## src/rtl/simple_processor_pkg.sv

```systemverilog
// Shared decode types and widths for the simple processor datapath.
package simple_processor_pkg;

  localparam int unsigned DEFAULT_DATA_WIDTH = 32;
  localparam int unsigned IMM_WIDTH          = 6;
  localparam int unsigned SHAMT_WIDTH        = 5;

  // Decoded function code; codes 11..15 are undefined.
  typedef enum logic [3:0] {
    FUNC_AND  = 4'd0,
    FUNC_OR   = 4'd1,
    FUNC_XOR  = 4'd2,
    FUNC_NOT  = 4'd3,
    FUNC_ADDI = 4'd4,
    FUNC_ADD  = 4'd5,
    FUNC_SUB  = 4'd6,
    FUNC_SLL  = 4'd7,
    FUNC_SLLI = 4'd8,
    FUNC_SLR  = 4'd9,
    FUNC_SLRI = 4'd10
  } func_t;

  typedef enum logic {
    SHIFT_LEFT  = 1'b0,
    SHIFT_RIGHT = 1'b1
  } shift_dir_t;

endpackage

```

## src/rtl/exec_shifter.sv

```systemverilog
// Logical, zero-filling barrel shifter used by the execute stage.
module exec_shifter
  import simple_processor_pkg::*;
#(
  parameter int unsigned DATA_WIDTH = DEFAULT_DATA_WIDTH
) (
  input  logic [DATA_WIDTH-1:0]  operand_i,
  input  logic [SHAMT_WIDTH-1:0] amount_i,
  input  shift_dir_t             dir_i,
  output logic [DATA_WIDTH-1:0]  result_o
);

  // Shift in the selected direction; an unknown direction yields zero.
  always_comb begin
    result_o = '0;
    case (dir_i)
      SHIFT_LEFT:  result_o = operand_i << amount_i;
      SHIFT_RIGHT: result_o = operand_i >> amount_i;
      default:     result_o = '0;
    endcase
  end

endmodule

```

## src/rtl/merge_execution.sv

```systemverilog
// Execute stage: logic, arithmetic and shift units in parallel, a merged
// result, and a registered copy of the merged result.
module merge_execution
  import simple_processor_pkg::*;
#(
  parameter int unsigned DATA_WIDTH = DEFAULT_DATA_WIDTH
) (
  input  logic                  clk_i,
  input  logic                  arst_ni,
  input  logic [DATA_WIDTH-1:0] rs1_data_i,
  input  logic [DATA_WIDTH-1:0] rs2_data_i,
  input  logic [IMM_WIDTH-1:0]  imm,
  input  func_t                 func_i,
  output logic [DATA_WIDTH-1:0] rd_data_o,
  output logic [DATA_WIDTH-1:0] res_math,
  output logic [DATA_WIDTH-1:0] res_shift,
  output logic [DATA_WIDTH-1:0] result,
  output logic [DATA_WIDTH-1:0] result_q_o
);

  logic [DATA_WIDTH-1:0]  imm_ext;
  logic [SHAMT_WIDTH-1:0] shift_amt;
  shift_dir_t             shift_dir;
  logic                   shift_en;
  logic [DATA_WIDTH-1:0]  shifter_out;

  assign imm_ext = {{(DATA_WIDTH-IMM_WIDTH){imm[IMM_WIDTH-1]}}, imm};

  // Logic unit: bitwise ops, zero outside its class (and for unknown codes).
  always_comb begin
    rd_data_o = '0;
    case (func_i)
      FUNC_AND: rd_data_o = rs1_data_i & rs2_data_i;
      FUNC_OR:  rd_data_o = rs1_data_i | rs2_data_i;
      FUNC_XOR: rd_data_o = rs1_data_i ^ rs2_data_i;
      FUNC_NOT: rd_data_o = ~rs1_data_i;
      default:  rd_data_o = '0;
    endcase
  end

  // Arithmetic unit: modulo-2^DATA_WIDTH add/sub, carry discarded.
  always_comb begin
    res_math = '0;
    case (func_i)
      FUNC_ADD:  res_math = rs1_data_i + rs2_data_i;
      FUNC_ADDI: res_math = rs1_data_i + imm_ext;
      FUNC_SUB:  res_math = rs1_data_i - rs2_data_i;
      default:   res_math = '0;
    endcase
  end

  // Shift control: pick amount source and direction; upper amount bits dropped.
  always_comb begin
    shift_amt = '0;
    shift_dir = SHIFT_LEFT;
    shift_en  = 1'b0;
    case (func_i)
      FUNC_SLL: begin
        shift_amt = rs2_data_i[SHAMT_WIDTH-1:0];
        shift_en  = 1'b1;
      end
      FUNC_SLLI: begin
        shift_amt = imm[SHAMT_WIDTH-1:0];
        shift_en  = 1'b1;
      end
      FUNC_SLR: begin
        shift_amt = rs2_data_i[SHAMT_WIDTH-1:0];
        shift_dir = SHIFT_RIGHT;
        shift_en  = 1'b1;
      end
      FUNC_SLRI: begin
        shift_amt = imm[SHAMT_WIDTH-1:0];
        shift_dir = SHIFT_RIGHT;
        shift_en  = 1'b1;
      end
      default: begin
        shift_amt = '0;
        shift_dir = SHIFT_LEFT;
        shift_en  = 1'b0;
      end
    endcase
  end

  exec_shifter #(
    .DATA_WIDTH(DATA_WIDTH)
  ) u_shifter (
    .operand_i(rs1_data_i),
    .amount_i (shift_amt),
    .dir_i    (shift_dir),
    .result_o (shifter_out)
  );

  assign res_shift = shift_en ? shifter_out : '0;

  // Merge: select the unit owning func_i; undefined/unknown codes give zero.
  always_comb begin
    result = '0;
    case (func_i)
      FUNC_AND, FUNC_OR, FUNC_XOR, FUNC_NOT:     result = rd_data_o;
      FUNC_ADDI, FUNC_ADD, FUNC_SUB:             result = res_math;
      FUNC_SLL, FUNC_SLLI, FUNC_SLR, FUNC_SLRI:  result = res_shift;
      default:                                   result = '0;
    endcase
  end

  // Pipeline boundary register for the merged result.
  always_ff @(posedge clk_i or negedge arst_ni) begin
    if (!arst_ni) begin
      result_q_o <= '0;
    end else begin
      result_q_o <= result;
    end
  end

endmodule

```

## config.mk

```make
export PLATFORM = sky130hd
export DESIGN_NAME = merge_execution
export DESIGN_NICKNAME = d
export VERILOG_FILES = /design/src/rtl/simple_processor_pkg.sv /design/src/rtl/exec_shifter.sv /design/src/rtl/merge_execution.sv
export SDC_FILE = /design/constraint.sdc
export NUM_CORES = 1
export LEC_CHECK = 0
export CORE_MARGIN = 2
export CORE_UTILIZATION = 55
export CTS_CLUSTER_DIAMETER = 60
export DETAILED_ROUTE_END_ITERATION = 8
export PLACE_DENSITY = 0.91
export SLEW_MARGIN = 0
export SYNTH_ARGS = -nofsm -noshare
export SYNTH_HDL_FRONTEND = slang
export SYNTH_SLANG_ARGS = --single-unit
```

## constraint.sdc

```tcl
create_clock -name clk_i -period 9.5 [get_ports clk_i]
set_input_delay 1.425 -clock clk_i [delete_from_list [all_inputs] [get_ports clk_i]]
set_output_delay 1.425 -clock clk_i [all_outputs]
set_load 0.05 [all_outputs]
```

==> summary by stage <==
Outcome
The flow ran to the end, and the final reports show no timing, DRC or antenna violations.

STA
The remaining max-slew budget at the tightest pin is a little over a fifth. The final critical-path share of the clock period is between 90% and 100%. Setup violations remaining at the end of the flow were counted as 0. The max-slew violation count is 0. Subtracting the final worst setup slack from the clock period gives 9.140 ns. The highest attainable clock frequency is 109.4 MHz. The transition at the pin with the smallest max-transition slack is roughly 1.2 ns. The hold violation count in the final report is 0. The post-route worst setup slack is ~0.36 ns.

The sum of negative setup slack is 0 ns. Setup repair after global routing left no endpoint under its margin.

Yosys
The combinational family with the most area after synthesis is compound AO/OA/AOI/OAI gates. The adder and majority cell fraction of the synthesized area is roughly 14%. The sequential area share after synthesis is under 10%.

The number of distinct standard cells referenced by the synthesized netlist is 85. Averaged over all synthesized cells, the footprint is 6.810 um2. The number of warnings reported in the yosys synthesis log is 0. The post-synthesis share of cell area spent on xor and xnor gates is 2.763%. In the synthesized netlist, the cells that appear most often are sky130_fd_sc_hd__nor2_1 (142), sky130_fd_sc_hd__a21oi_1 (120), sky130_fd_sc_hd__o21ai_0 (115). The number of nets in the synthesized netlist is around 1500. The share of async-settable or async-resettable flops after synthesis is 100.0%.

The most numerous cell in the Yosys netlist is sky130_fd_sc_hd__nor2_1. In the synthesized netlist the dominant register cell turns out to be sky130_fd_sc_hd__dfrtp_1. The cell count after synthesis came out at 1350.

The cell area that synthesis handed to floorplanning was 9194 um2. The proportion of synthesized area in mux cells is ~4.8%. After synthesis the netlist holds a flip-flop and latch count of 32. The area fraction of the dominant cell type after synthesis is approximately 14%. The simple logic cell fraction of the synthesized area is approximately 23%.

The area fraction in compound gates after synthesis is 38.87%. By area the synthesized netlist is led by sky130_fd_sc_hd__ha_1 (14%), sky130_fd_sc_hd__dfrtp_1 (8.7%), sky130_fd_sc_hd__a21oi_1 (6.5%), sky130_fd_sc_hd__o21ai_0 (6.3%), sky130_fd_sc_hd__nor2_1 (5.8%). The synthesized design spends more area on one cell type than any other, namely sky130_fd_sc_hd__ha_1. The count of flip-flops with a built-in enable after synthesis is 0.

Clocking
The H-tree depth is 2. The post-CTS repair timing setup buffer count is 0. The clock net sink count is 32. Counting the buffers created by CTS gives 5. The worst-case clock buffer depth is 2. TritonCTS built the clock tree. Gates resized during post-CTS repair numbered 0. The tree is rooted in a sky130_fd_sc_hd__clkbuf_16. For this design, the CTS-stage hold fixing added 0 buffers. The clock-pin slew of the registers on the worst-case setup and hold paths is ~0.070 ns.

Final layout
The final design area excluding fillers is 11810 um2. The layout cell share with drive strength beyond 1 is under 10%. The area occupied by multi-input gates is 7710 um2.

Relative to the synthesized area, the layout overhead comes to 28.44%. At the end of the flow, the number of nets in the layout was approximately 1700. The sequential standard cell area is 800.8 um2. The register with the most flip-flops in the final layout is result_q_o. Fill cells in the final layout number ~1400. The repair_antennas step left the layout with diodes totalling 0.

The register with the most flip-flops in the layout has 32 of them. The largest registers in the layout are result_q_o: 32 flops.

Global routing
The via count of the first global-routing pass is ~11000. The maximum number of pins on one net before global-route repair is 64. The initial antenna violation count was 1. In the global route stage, overall resource usage came out at 46.91%. The first-pass GRT wire length is about 65000 um. The total overflow left after global routing is 0.

Routing
The routed via count divided by cell count is 7.135. The overall via count from detail_route is about 13000. Dividing the detail-routed wire length by the instance count gives ~25 um.

The count of antenna-violating nets left after detailed routing is 0. The number of optimization iterations in the first detailed-route pass is 8. For this block, the initial DRC count from the detailed router was between 2000 and 2500.

The final wirelength is between 40000 and 50000 um. For this run, design rule violations remaining after detail routing come to 0.

Die
Measured along the x axis, the die boundary spans 133.3 um. The starting utilization of the core area is 55.84%. The row count is 47.

The y dimension of the die is ~130 um. The region available for standard cell placement spans 16470 um2. The number of ports placed on the die boundary is 236. The area enclosed by the die boundary is 17770 um2.

Placement
The number of port buffers is roughly 240. The weighted congestion at the end of routability-driven global placement is roughly 1.1. The total half-perimeter wirelength after legalization and detailed placement is 34410 um. Before CTS, the worst setup slack after placement is about 0.58 ns. The placement-stage cell area is between 10000 and 15000 um2.

Critical path
STA puts the critical path data required time at approximately 8 ns. In this run the worst setup path begins at imm[4]. The setup path with the least slack is of type in -> out. For the worst setup path, the data arrival time is 7.71 ns.

The kind of launch point of the worst setup path is an input pin. The maximum net fanout on the critical path is 6. The endpoint kind of the worst setup timing path is an output pin.

Pwr
The power per cell area is between 100 and 150 nW/um2. The worst supply voltage drop on vdd is between 0.00009 and 0.0001 V. The analysis attributes to cell leakage a power of around 5.1 nW.

Job
Max-cap violations in this run came to 0.

Hold path
The worst hold path belongs to the class in -> async.
[worst max-delay path: stages]
cell and delay, ns:
sky130_fd_sc_hd__clkdlybuf4s50_1 0.58, sky130_fd_sc_hd__nor4_1 0.82, sky130_fd_sc_hd__nand2_1 0.15, sky130_fd_sc_hd__ha_1 0.31, sky130_fd_sc_hd__nor2_1 0.34, sky130_fd_sc_hd__nor2_1 0.11
sky130_fd_sc_hd__o21a_1 0.14, sky130_fd_sc_hd__ha_1 0.38, sky130_fd_sc_hd__and4_1 0.26, sky130_fd_sc_hd__o31ai_1 0.09, sky130_fd_sc_hd__o21ai_0 0.72, sky130_fd_sc_hd__a31oi_1 0.29
sky130_fd_sc_hd__o21a_1 0.27, sky130_fd_sc_hd__o21ai_0 0.20, sky130_fd_sc_hd__mux2_2 0.41, sky130_fd_sc_hd__or4_1 0.50, sky130_fd_sc_hd__clkdlybuf4s50_1 0.72
[final timing paths]
| kind | end | slack [ns] | cells after the start |
|---|---|---|---|
| min | result_q_o[19]$_DFF_PN0_ | 1.22 | 1 |
| max in group asynchronous | result_q_o[7]$_DFF_PN0_ | 7.70 | 1 |
| max | result[30] | 0.36 | 17 |
| min in group clk_i | result_q_o[27]$_DFF_PN0_ | 2.19 | 5 |
[through the flow]
| step | hold WS [ns] | cells | total power (W) | util, % |
|---|---|---|---|---|
| CTS | 1.251 | 1755 | 0.001379 | 71.72 |
| global route | 1.305 | 1755 | 0.001453 | 71.72 |
| detailed placement | 1.577 | 1747 | 0.001195 | 70.83 |
| floorplan | 1.129 | 1350 | 0.0008384 | - |
| global placement | 1.573 | 1747 | 0.001188 | 70.83 |
| finish | 1.224 | 1755 | 0.001406 | 71.72 |
[power by group]
group          leakage (nW)  total, W  internal, W  switching (W)
Clock                0.0712  0.000182     0.000105      0.0000766
Combinational          4.61   0.00106     0.000343       0.000716
Sequential            0.405  0.000165     0.000159     0.00000563
Total                  5.09   0.00141     0.000608       0.000798
[placed cells by master, fill, tap and decap left out, drive strengths merged, types with 5 or more instances in the layout]
master and instances:
a2111oi 6, a211o 7, a211oi 21, a21boi 5, a21o 34, a21oi 122, a221oi 51, a22o 11
a22oi 10, a311oi 5, a31oi 13, and2 10, and3 5, buf 30, clkbuf 8, clkdlybuf4s50 234
dfrtp 32, ha 103, inv 83, mux2 8, mux2i 28, nand2 113, nand2b 11, nand3 31
nand4 7, nor2 143, nor3 60, nor4 12, o211ai 27, o21a 8, o21ai 123, o221ai 8
o22ai 30, o31ai 8, or2 5, or3 29, xnor2 15, xor2 14
[per-layer routing]
metal | track usage (%) | share of wire [%] | vias up
li1 | - | - | 5470
met1 | 56.89 | 36 | 5649
met2 | 71.62 | 42 | 1120
met3 | 13.01 | 13 | 281
met4 | 33.22 | 8.9 | 2
met5 | 0 | 0.030 | -
[cells by family (layout without fill, tap and decap cells)]
kind of cell | count (synthesis) | count (layout)
adders and majority gates | 104 | 104
buffers and inverters | 170 | 355
muxes | 39 | 39
xor gates and xnor gates | 29 | 29
AOI/OAI and AO/OA | 531 | 531
and+or+nand+nor | 445 | 445
DFF | 32 | 32
[layout make-up]
type	instances	area share [%]
Inverter	83	2.638
Multi-Input combinational cell	1148	65.29
Tap cell	220	2.331
Timing Repair Buffer	264	21.72
Sequential cell	32	6.781
Clock buffer	8	1.240
(Power assumes the default switching activity.)
